## src/rtl/rd_fwft_stage_if.sv

```systemverilog
// Read-side bus of the FWFT stage: FIFO read port plus consumer valid/ready handshake.
// The master modport is the stage itself; the slave modport is its environment.
interface rd_fwft_stage_if #(
  parameter int DATASIZE = 8
);
  logic                fifo_empty_i;
  logic [DATASIZE-1:0] rdata_i;
  logic                ren_o;
  logic [DATASIZE-1:0] dout_o;
  logic                dout_valid_o;
  logic                dout_ready_i;
  logic [1:0]          occupancy_o;

  modport master (
    input  fifo_empty_i, rdata_i, dout_ready_i,
    output ren_o, dout_o, dout_valid_o, occupancy_o
  );

  modport slave (
    output fifo_empty_i, rdata_i, dout_ready_i,
    input  ren_o, dout_o, dout_valid_o, occupancy_o
  );
endinterface

```

## src/rtl/rd_fwft_stage.sv

```systemverilog
// First-word-fall-through output stage with a 2-entry head/tail buffer on the FIFO read side.
// Optional synchronous flush_i port enabled by defining RD_FWFT_FLUSH_EN.
module rd_fwft_stage #(
  parameter int DATASIZE = 8
) (
  input  logic                  rclk_i,
  input  logic                  rrst_n_i,
`ifdef RD_FWFT_FLUSH_EN
  input  logic                  flush_i,
`endif
  rd_fwft_stage_if.master       bus
);

  typedef enum logic [1:0] {
    EMPTY = 2'd0,
    ONE   = 2'd1,
    TWO   = 2'd2
  } state_e;

  state_e              state_q, state_d;
  logic [DATASIZE-1:0] head_q, head_d;
  logic [DATASIZE-1:0] tail_q, tail_d;
  logic                ren;
  logic                push;
  logic                pop;

  always_ff @(posedge rclk_i or negedge rrst_n_i) begin
    if (!rrst_n_i) begin
      state_q <= EMPTY;
      head_q  <= '0;
      tail_q  <= '0;
    end else begin
      state_q <= state_d;
      head_q  <= head_d;
      tail_q  <= tail_d;
    end
  end

  always_comb begin
    state_d = state_q;
    head_d  = head_q;
    tail_d  = tail_q;

    // ren is gated by reset so nothing is requested while the stage is held cleared
    ren  = rrst_n_i & ~bus.fifo_empty_i & (state_q != TWO);
    pop  = (state_q != EMPTY) & bus.dout_ready_i;
`ifdef RD_FWFT_FLUSH_EN
    ren  = ren & ~flush_i;
    pop  = pop & ~flush_i;
`endif
    push = ren;

    unique case (state_q)
      EMPTY: begin
        if (push) begin
          head_d  = bus.rdata_i;
          state_d = ONE;
        end
      end
      ONE: begin
        if (push && pop) begin
          head_d = bus.rdata_i;
        end else if (push) begin
          tail_d  = bus.rdata_i;
          state_d = TWO;
        end else if (pop) begin
          state_d = EMPTY;
        end
      end
      TWO: begin
        if (pop) begin
          head_d  = tail_q;
          state_d = ONE;
        end
      end
      default: state_d = EMPTY;
    endcase

`ifdef RD_FWFT_FLUSH_EN
    if (flush_i) begin
      state_d = EMPTY;
    end
`endif
  end

  assign bus.ren_o        = ren;
  assign bus.dout_o       = head_q;
  assign bus.dout_valid_o = (state_q != EMPTY);
  assign bus.occupancy_o  = state_q;

endmodule

```

## src/flat_wrapper.sv

```systemverilog
// flat-port wrapper written by rule: the top's interface ports become plain ports
module rd_fwft_stage_flat 
#(
  parameter int DATASIZE = 8
)
  (rclk_i, rrst_n_i, bus_fifo_empty_i, bus_rdata_i, bus_dout_ready_i, bus_ren_o, bus_dout_o, bus_dout_valid_o, bus_occupancy_o);
  rd_fwft_stage_if #(.DATASIZE(DATASIZE)) bus_i ();
  input  logic rclk_i;
  input  logic rrst_n_i;
  input wire logic [$bits(bus_i.fifo_empty_i)-1:0] bus_fifo_empty_i;
  input wire logic [$bits(bus_i.rdata_i)-1:0] bus_rdata_i;
  input wire logic [$bits(bus_i.dout_ready_i)-1:0] bus_dout_ready_i;
  output wire logic [$bits(bus_i.ren_o)-1:0] bus_ren_o;
  output wire logic [$bits(bus_i.dout_o)-1:0] bus_dout_o;
  output wire logic [$bits(bus_i.dout_valid_o)-1:0] bus_dout_valid_o;
  output wire logic [$bits(bus_i.occupancy_o)-1:0] bus_occupancy_o;
  assign bus_i.fifo_empty_i = bus_fifo_empty_i;
  assign bus_i.rdata_i = bus_rdata_i;
  assign bus_i.dout_ready_i = bus_dout_ready_i;
  assign bus_ren_o = bus_i.ren_o;
  assign bus_dout_o = bus_i.dout_o;
  assign bus_dout_valid_o = bus_i.dout_valid_o;
  assign bus_occupancy_o = bus_i.occupancy_o;
  rd_fwft_stage #(.DATASIZE(DATASIZE)) u_core (.rclk_i(rclk_i), .rrst_n_i(rrst_n_i), .bus(bus_i));
endmodule
```

## config.mk

```make
export PLATFORM = sky130hd
export DESIGN_NAME = rd_fwft_stage_flat
export DESIGN_NICKNAME = d
export VERILOG_FILES = /design/src/rtl/rd_fwft_stage_if.sv /design/src/rtl/rd_fwft_stage.sv /design/src/flat_wrapper.sv
export SDC_FILE = /design/constraint.sdc
export NUM_CORES = 1
export LEC_CHECK = 0
export CORE_MARGIN = 4
export CORE_UTILIZATION = 46
export CTS_CLUSTER_DIAMETER = 120
export DETAILED_ROUTE_END_ITERATION = 10
export HOLD_SLACK_MARGIN = 0.08
export PLACE_DENSITY_LB_ADDON = 0.05
export SYNTH_ARGS = -nofsm -noshare
export SYNTH_HDL_FRONTEND = slang
export SYNTH_SLANG_ARGS = --single-unit
```

## constraint.sdc

```tcl
create_clock -name rclk_i -period 2 [get_ports rclk_i]
set_input_delay 0.4 -clock rclk_i [delete_from_list [all_inputs] [get_ports rclk_i]]
set_output_delay 0.4 -clock rclk_i [all_outputs]
set_load 0.03 [all_outputs]
```

==> results.toml <==
[run_status]
result_of_the_run = "completed"

[timing]
finalCriticalPeriod_ns = 1.92
final.hold.worst_slack_ns = 0.412
remaining_max_slew_budget_at_the_tightest_pin_pct = 77.8
max_freq_mhz = 522
final-setup-viol-count = 0
tightestPinTransition_ns = 0.333
min_period_over_period_pct = 95.8
finalHoldViolations = 0
final_slew_viol_count = 0
clock-skew-final_ns = 0.00625
rsz0062_at_grt = "false"

[yosys]
synth-warning-count = 0
dominantRegCellSynth = "sky130_fd_sc_hd__dfrtp_1"
yosys.area.top_type_share_pct = 51.6
synth_fp_nets = 70
post_synth_num_cell_types = 17
synthMostInstantiatedCell = "sky130_fd_sc_hd__dfrtp_1"
netlist_top_cells_count = "sky130_fd_sc_hd__dfrtp_1, sky130_fd_sc_hd__mux2_2, sky130_fd_sc_hd__mux2_4"
synthesis.area_sq_um = 873
share_of_synthesized_area_occupied_by_flip_flops_and_latches_pct = 51.6
postSynthCellCount = 58
synth.area.top_cells = "sky130_fd_sc_hd__dfrtp_1, sky130_fd_sc_hd__mux2_4, sky130_fd_sc_hd__mux2_2, sky130_fd_sc_hd__mux2_1, sky130_fd_sc_hd__buf_6"
synth-async-reset-ratio_pct = 100
yosys_register_bits = 18
synth_edf_count = 0
syn-mean-instance-area_sq_um = 15.1
synth_largest_area_cell = "sky130_fd_sc_hd__dfrtp_1"

[detailed_routing]
avgViaCountPerCell = 4.75
count_of_unresolved_drc_violations_after_routing = 0
drt-pass1-iter-count = 3
postRouteAntennaNets = 0
drt-total-wl_um = 1570
post_drt_wl_per_cell_um = 14.1
dr.first_iter.drc_count = 3
total_number_of_vias = 527

[worst_setup_path]
critical_path_source_type = "input port"
worst_ep_arrival_time_ns = 1.52
critPathMaxFanout = 3
timing.critical_path.to_type = "primary output"
cp.required_ns = 1.60
critPathKind = "in -> out"
reg2regPathDepth = 3

[global_routing]
vias_in_the_first_global_route = 610
pin_count_of_the_biggest_net_entering_global_routing = 17
global_route.overflow_total = 0
first_pass_grt_wire_length_um = 2820
grt_usage_pct = 14.0
grt_antenna_before_repair = 0

[cells_and_area]
filler_cell_count = 154
area_growth_pct = 33.7
multi_input_comb_area_sq_um = 397
postLayoutCoreUtil_pct = 66.2
layout.area.seq_sq_um = 450
design.final.nets = 99
drive_gt1_share_pct = 36.0
post-route-cell-area_sq_um = 1170
antenna_cells_inserted = 0

[pwr]
power_density_nw_per_um2 = 1050
power_frac_clock_pct = 17.8
register_share_of_total_power_pct = 44.4
power.static_leakage_uw = 0.000509
combinational_share_of_power_pct = 37.9
total_switching_power_uw = 383
power.share.switching_pct = 31.2
ir_drop_v = 0.000568
power.total_uw = 1230
cellInternalPower_uw = 847

[floorplan]
initial_standard_cell_utilization_of_the_core_pct = 49.5
die_width_um = 51.6
fp.dieH_um = 51.6
num_ports = 24
die_area_sq_um = 2660
core_region_area_sq_um = 1760
floorplan.rows = 15

[clocking]
clock_sink_count = 18
cts_htree_levels = 1
tritoncts_clock_tree = "yes"
numCtsBuffers = 3
clk_root_buffer_cell = "sky130_fd_sc_hd__clkbuf_4"
worst_setup_hold_path_clk_slew_ns = 0.10
clkLatencyLatePin_ns = 0.28
cts_buffer_depth = 2
postCtsSetupRepairBufs = 0

[placement]
portBuffers = 23
post_dp_cell_area_sq_um = 1130
gpl.final_weighted_congestion = 0.722
detailed_place_hpwl_um = 1160

[job]
maxCapViolCount = 0

[min_path]
worst_hold_path_type = "in -> async"
logic make-up after synthesis:
kind of cell           after synthesis  synth area share [%]
buffers and inverters                3                  3.01
AO/OA/AOI/OAI                        3                  2.29
multiplexers                        24                  34.4
XOR/XNOR                             1                  1.00
flip-flops                          18                  51.6
AND/OR/NAND/NOR                      9                  7.74
final timing paths:
| path | to | slack (ns) | start |
|---|---|---|---|
| hold / removal | u_core.bus.occupancy_o[0] | 0.41 | rrst_n_i |
| hold reg to reg | u_core.tail_q[1] | 0.51 | u_core.tail_q[1] |
| setup / recovery | bus_ren_o | 0.08 | rrst_n_i |
| setup reg to reg | u_core.bus.dout_o[1] | 0.41 | u_core.bus.occupancy_o[0] |
| max in group asynchronous | u_core.tail_q[0] | 1.34 | rrst_n_i |
| min in group rclk_i | u_core.tail_q[1] | 0.51 | u_core.tail_q[1] |
cells in the final DEF (no fill, tap or decap):
cell and count:
sky130_fd_sc_hd__dlygate4sd2_1 1, sky130_fd_sc_hd__dfrtp_1 18, sky130_fd_sc_hd__inv_1 1, sky130_fd_sc_hd__clkbuf_8 1
sky130_fd_sc_hd__xnor2_1 1, sky130_fd_sc_hd__mux2_1 7, sky130_fd_sc_hd__clkdlybuf4s50_1 21, sky130_fd_sc_hd__mux2_4 8
sky130_fd_sc_hd__o21ai_0 2, sky130_fd_sc_hd__clkbuf_4 3, sky130_fd_sc_hd__nor2b_4 1, sky130_fd_sc_hd__or2_2 1
sky130_fd_sc_hd__nand2_2 1, sky130_fd_sc_hd__mux2_2 9, sky130_fd_sc_hd__a22o_2 1, sky130_fd_sc_hd__and2b_2 2
sky130_fd_sc_hd__buf_4 4, sky130_fd_sc_hd__nand2b_1 1, sky130_fd_sc_hd__nor2b_1 1, sky130_fd_sc_hd__nand2_1 1
sky130_fd_sc_hd__nor3b_1 1
layer usage:
layer | up-vias | part of all wire [%] | GRT usage [%]
met5 | - | 0 | 0
met4 | 0 | 0.51 | 3.93
met3 | 2 | 6.6 | 3.44
met2 | 15 | 46 | 23.3
met1 | 252 | 47 | 18.1
li1 | 258 | - | -
registers in the layout (all words and copies together), names as in the netlist:
signal and count:
u_core.bus.dout_o 8, u_core.tail_q 8, u_core.bus.occupancy_o 2
area by class of cell:
class	instances	area share, %
clock buffer	4	3.11
inverter	1	0.322
multi-input combinational	37	34.0
sequential	18	38.6
tap	25	2.68
timing repair buffer	26	21.3
metrics by stage:
step / TNS, ns / setup slack [ns] / instances
after floorplan: 0 / 0.421 / 58
after global placement: 0 / 0.0573 / 107
after detailed placement: -0.0620 / -0.0127 / 107
after CTS: 0 / 0.0803 / 111
after global routing: 0 / 0.00594 / 111
final: 0 / 0.0835 / 111
timing repair:
| item | CTS | global route |
|---|---|---|
| hold buffers | 0 | 0 |
| endpoints found under the setup margin | 1 | 0 |
| gates resized for setup | 1 | 0 |
power groups by stage:
stage | clock [uW] | combinational, uW | sequential [uW]
after floorplan | 0 | 196 | 646
after global placement | 0 | 463 | 551
after detailed placement | 0 | 474 | 552
after CTS | 226 | 472 | 547
after global routing | 244 | 495 | 562
final | 219 | 466 | 546
worst max-delay path, stage by stage:
cell	delay [ns]
sky130_fd_sc_hd__clkdlybuf4s50_1	0.49
sky130_fd_sc_hd__buf_4	0.13
sky130_fd_sc_hd__nor2b_1	0.18
sky130_fd_sc_hd__and2b_2	0.16
sky130_fd_sc_hd__buf_4	0.15
No activity file was read; power rests on OpenSTA's default activity.
==> RTL change, RTL diff (config.mk and constraints unchanged) <==
`DATASIZE` is set to 8 in 3 places; all go to 16.
--- a/src/rtl/rd_fwft_stage_if.sv
+++ b/src/rtl/rd_fwft_stage_if.sv
@@ -3,3 +3,3 @@
 interface rd_fwft_stage_if #(
-  parameter int DATASIZE = 8
+  parameter int DATASIZE = 16
 );
--- a/src/rtl/rd_fwft_stage.sv
+++ b/src/rtl/rd_fwft_stage.sv
@@ -3,3 +3,3 @@
 module rd_fwft_stage #(
-  parameter int DATASIZE = 8
+  parameter int DATASIZE = 16
 ) (
--- a/src/flat_wrapper.sv
+++ b/src/flat_wrapper.sv
@@ -3,3 +3,3 @@
 #(
-  parameter int DATASIZE = 8
+  parameter int DATASIZE = 16
 )
Ports: changed (resized bus_dout_o and bus_rdata_i); port bits go from 24 to 40. No check against the original RTL was run, so the function may have changed too.
==> RTL change against the original RTL <==
- count of clock-buffer cells in the layout rose by 3
- maximum frequency rose by 0.62%
- area after synthesis rose by 86%
- sequential cell count increased by 16
- design area up 83%
- total power is 86% higher
- routed wire length is 85% higher
- global-route usage grew 0.53 points
- setup slack improved by 0.012 ns
- highest routed layer unchanged
==> RTL change: results (changes against the original RTL) <==
* R2r endpoint: u_core.bus.dout_o[8]
* Placed Cells at 189 (+77%)
* Synth unique cells at 19 (+2)
* Pre-Repair DR Iteration Count at 4 (+1)
* Met3 wire len at 159 um (+54%)
* Avg Cell Area, Syn at 16.08 um2 (+6.8%)
* Dpl hpwl at 2.109 mm (+81%)
* GR Util met2 at 23.31% (about the same)
* R2r startpoint: u_core.bus.occupancy_o[1]
* Post-Syn Nets at 121 (+73%)
* Port buffer count at 39 (+70%)
* Layout net count at 170 (+72%)
* Placed cell area at 2077 um2 (+83%)
* GR Util met1 at 17.12% (-0.99 points)
* Leak at 0.9307 nW (+83%)
* CP max stage delay at 0.45 ns (-0.04 ns)
* Synth area leaders: dfrtp_1 (52%), mux2_2 (20%), mux2_4 (16%)
* Reg2Reg Setup Slack at 0.37 ns (-0.04 ns)
* Largest net degree at the start of global routing at 23 (+6)
* Tot GR Track Use at 14.56% (+0.53 points)
* Met1 WL at 1.256 mm (+73%)
* Slew headroom at 72.63% (-5.1 points)
* Status: complete, no violations
* Top cells by count, synth: dfrtp_1 (34), mux2_2 (29), mux2_4 (17), buf_6 (4)
* Fin cells at 197 (+77%)
* Metal2 WL at 1.419 mm (+96%)
* Vias in the first global route at 1026 (+68%)
RTL change: changes by cell type after synthesis, moves of 2 or more:
cell | before | now
mux2_2 | 9 | 29
mux2_4 | 8 | 17
mux2_1 | 7 | 2
dfrtp_1 | 18 | 34
buf_6 | 2 | 4
RTL change: worst reg2reg max path, stage by stage, from the launching register on:
cell and delay [ns]:
dfrtp_1 0.43, nor2b_4 0.32, buf_4 0.19, mux2_2 0.33, mux2_2 0.26
RTL change: cells by family (layout without fill, tap and decap cells):
family | count (synthesis) | after routing | share of synthesized area (%)
AOI/OAI and AO/OA | 3 | 3 | 1.156
muxes | 48 | 48 | 37.21
xor gates and xnor gates | 1 | 1 | 0.5394
DFF | 34 | 34 | 52.39
buffers and inverters | 6 | 56 | 4.237
and+or+nand+nor | 9 | 9 | 4.469
RTL change: layout make-up:
| type | instances | area [um2] |
|---|---|---|
| tap | 46 | 57.56 |
| inverter | 1 | 3.754 |
| fill | 288 | 1225 |
| timing repair buffer | 47 | 459.2 |
| multi-input combinational | 61 | 706.9 |
| sequential | 34 | 850.8 |
| clock buffer | 7 | 55.05 |
| clock inverter | 1 | 5.005 |
RTL change: how the worst min path moves through the flow:
stage / startpoint / end / slack [ns] / cells after the start
2_1_floorplan: rrst_n_i / u_core.bus.dout_o[0] / 0.10 / 0
3_3_place_gp: u_core.tail_q[9] / u_core.tail_q[9] / 0.47 / 1
3_5_place_dp: u_core.tail_q[7] / u_core.tail_q[7] / 0.48 / 1
4_1_cts: rrst_n_i / u_core.tail_q[9] / 0.47 / 2
5_1_grt: rrst_n_i / u_core.tail_q[7] / 0.51 / 2
6_report: rrst_n_i / u_core.tail_q[9] / 0.48 / 2
RTL change: power by group:
group	total [mW]	switching [mW]	internal, mW
registers	1.04	0.119	0.918
clock network	0.395	0.225	0.170
logic	0.861	0.386	0.475
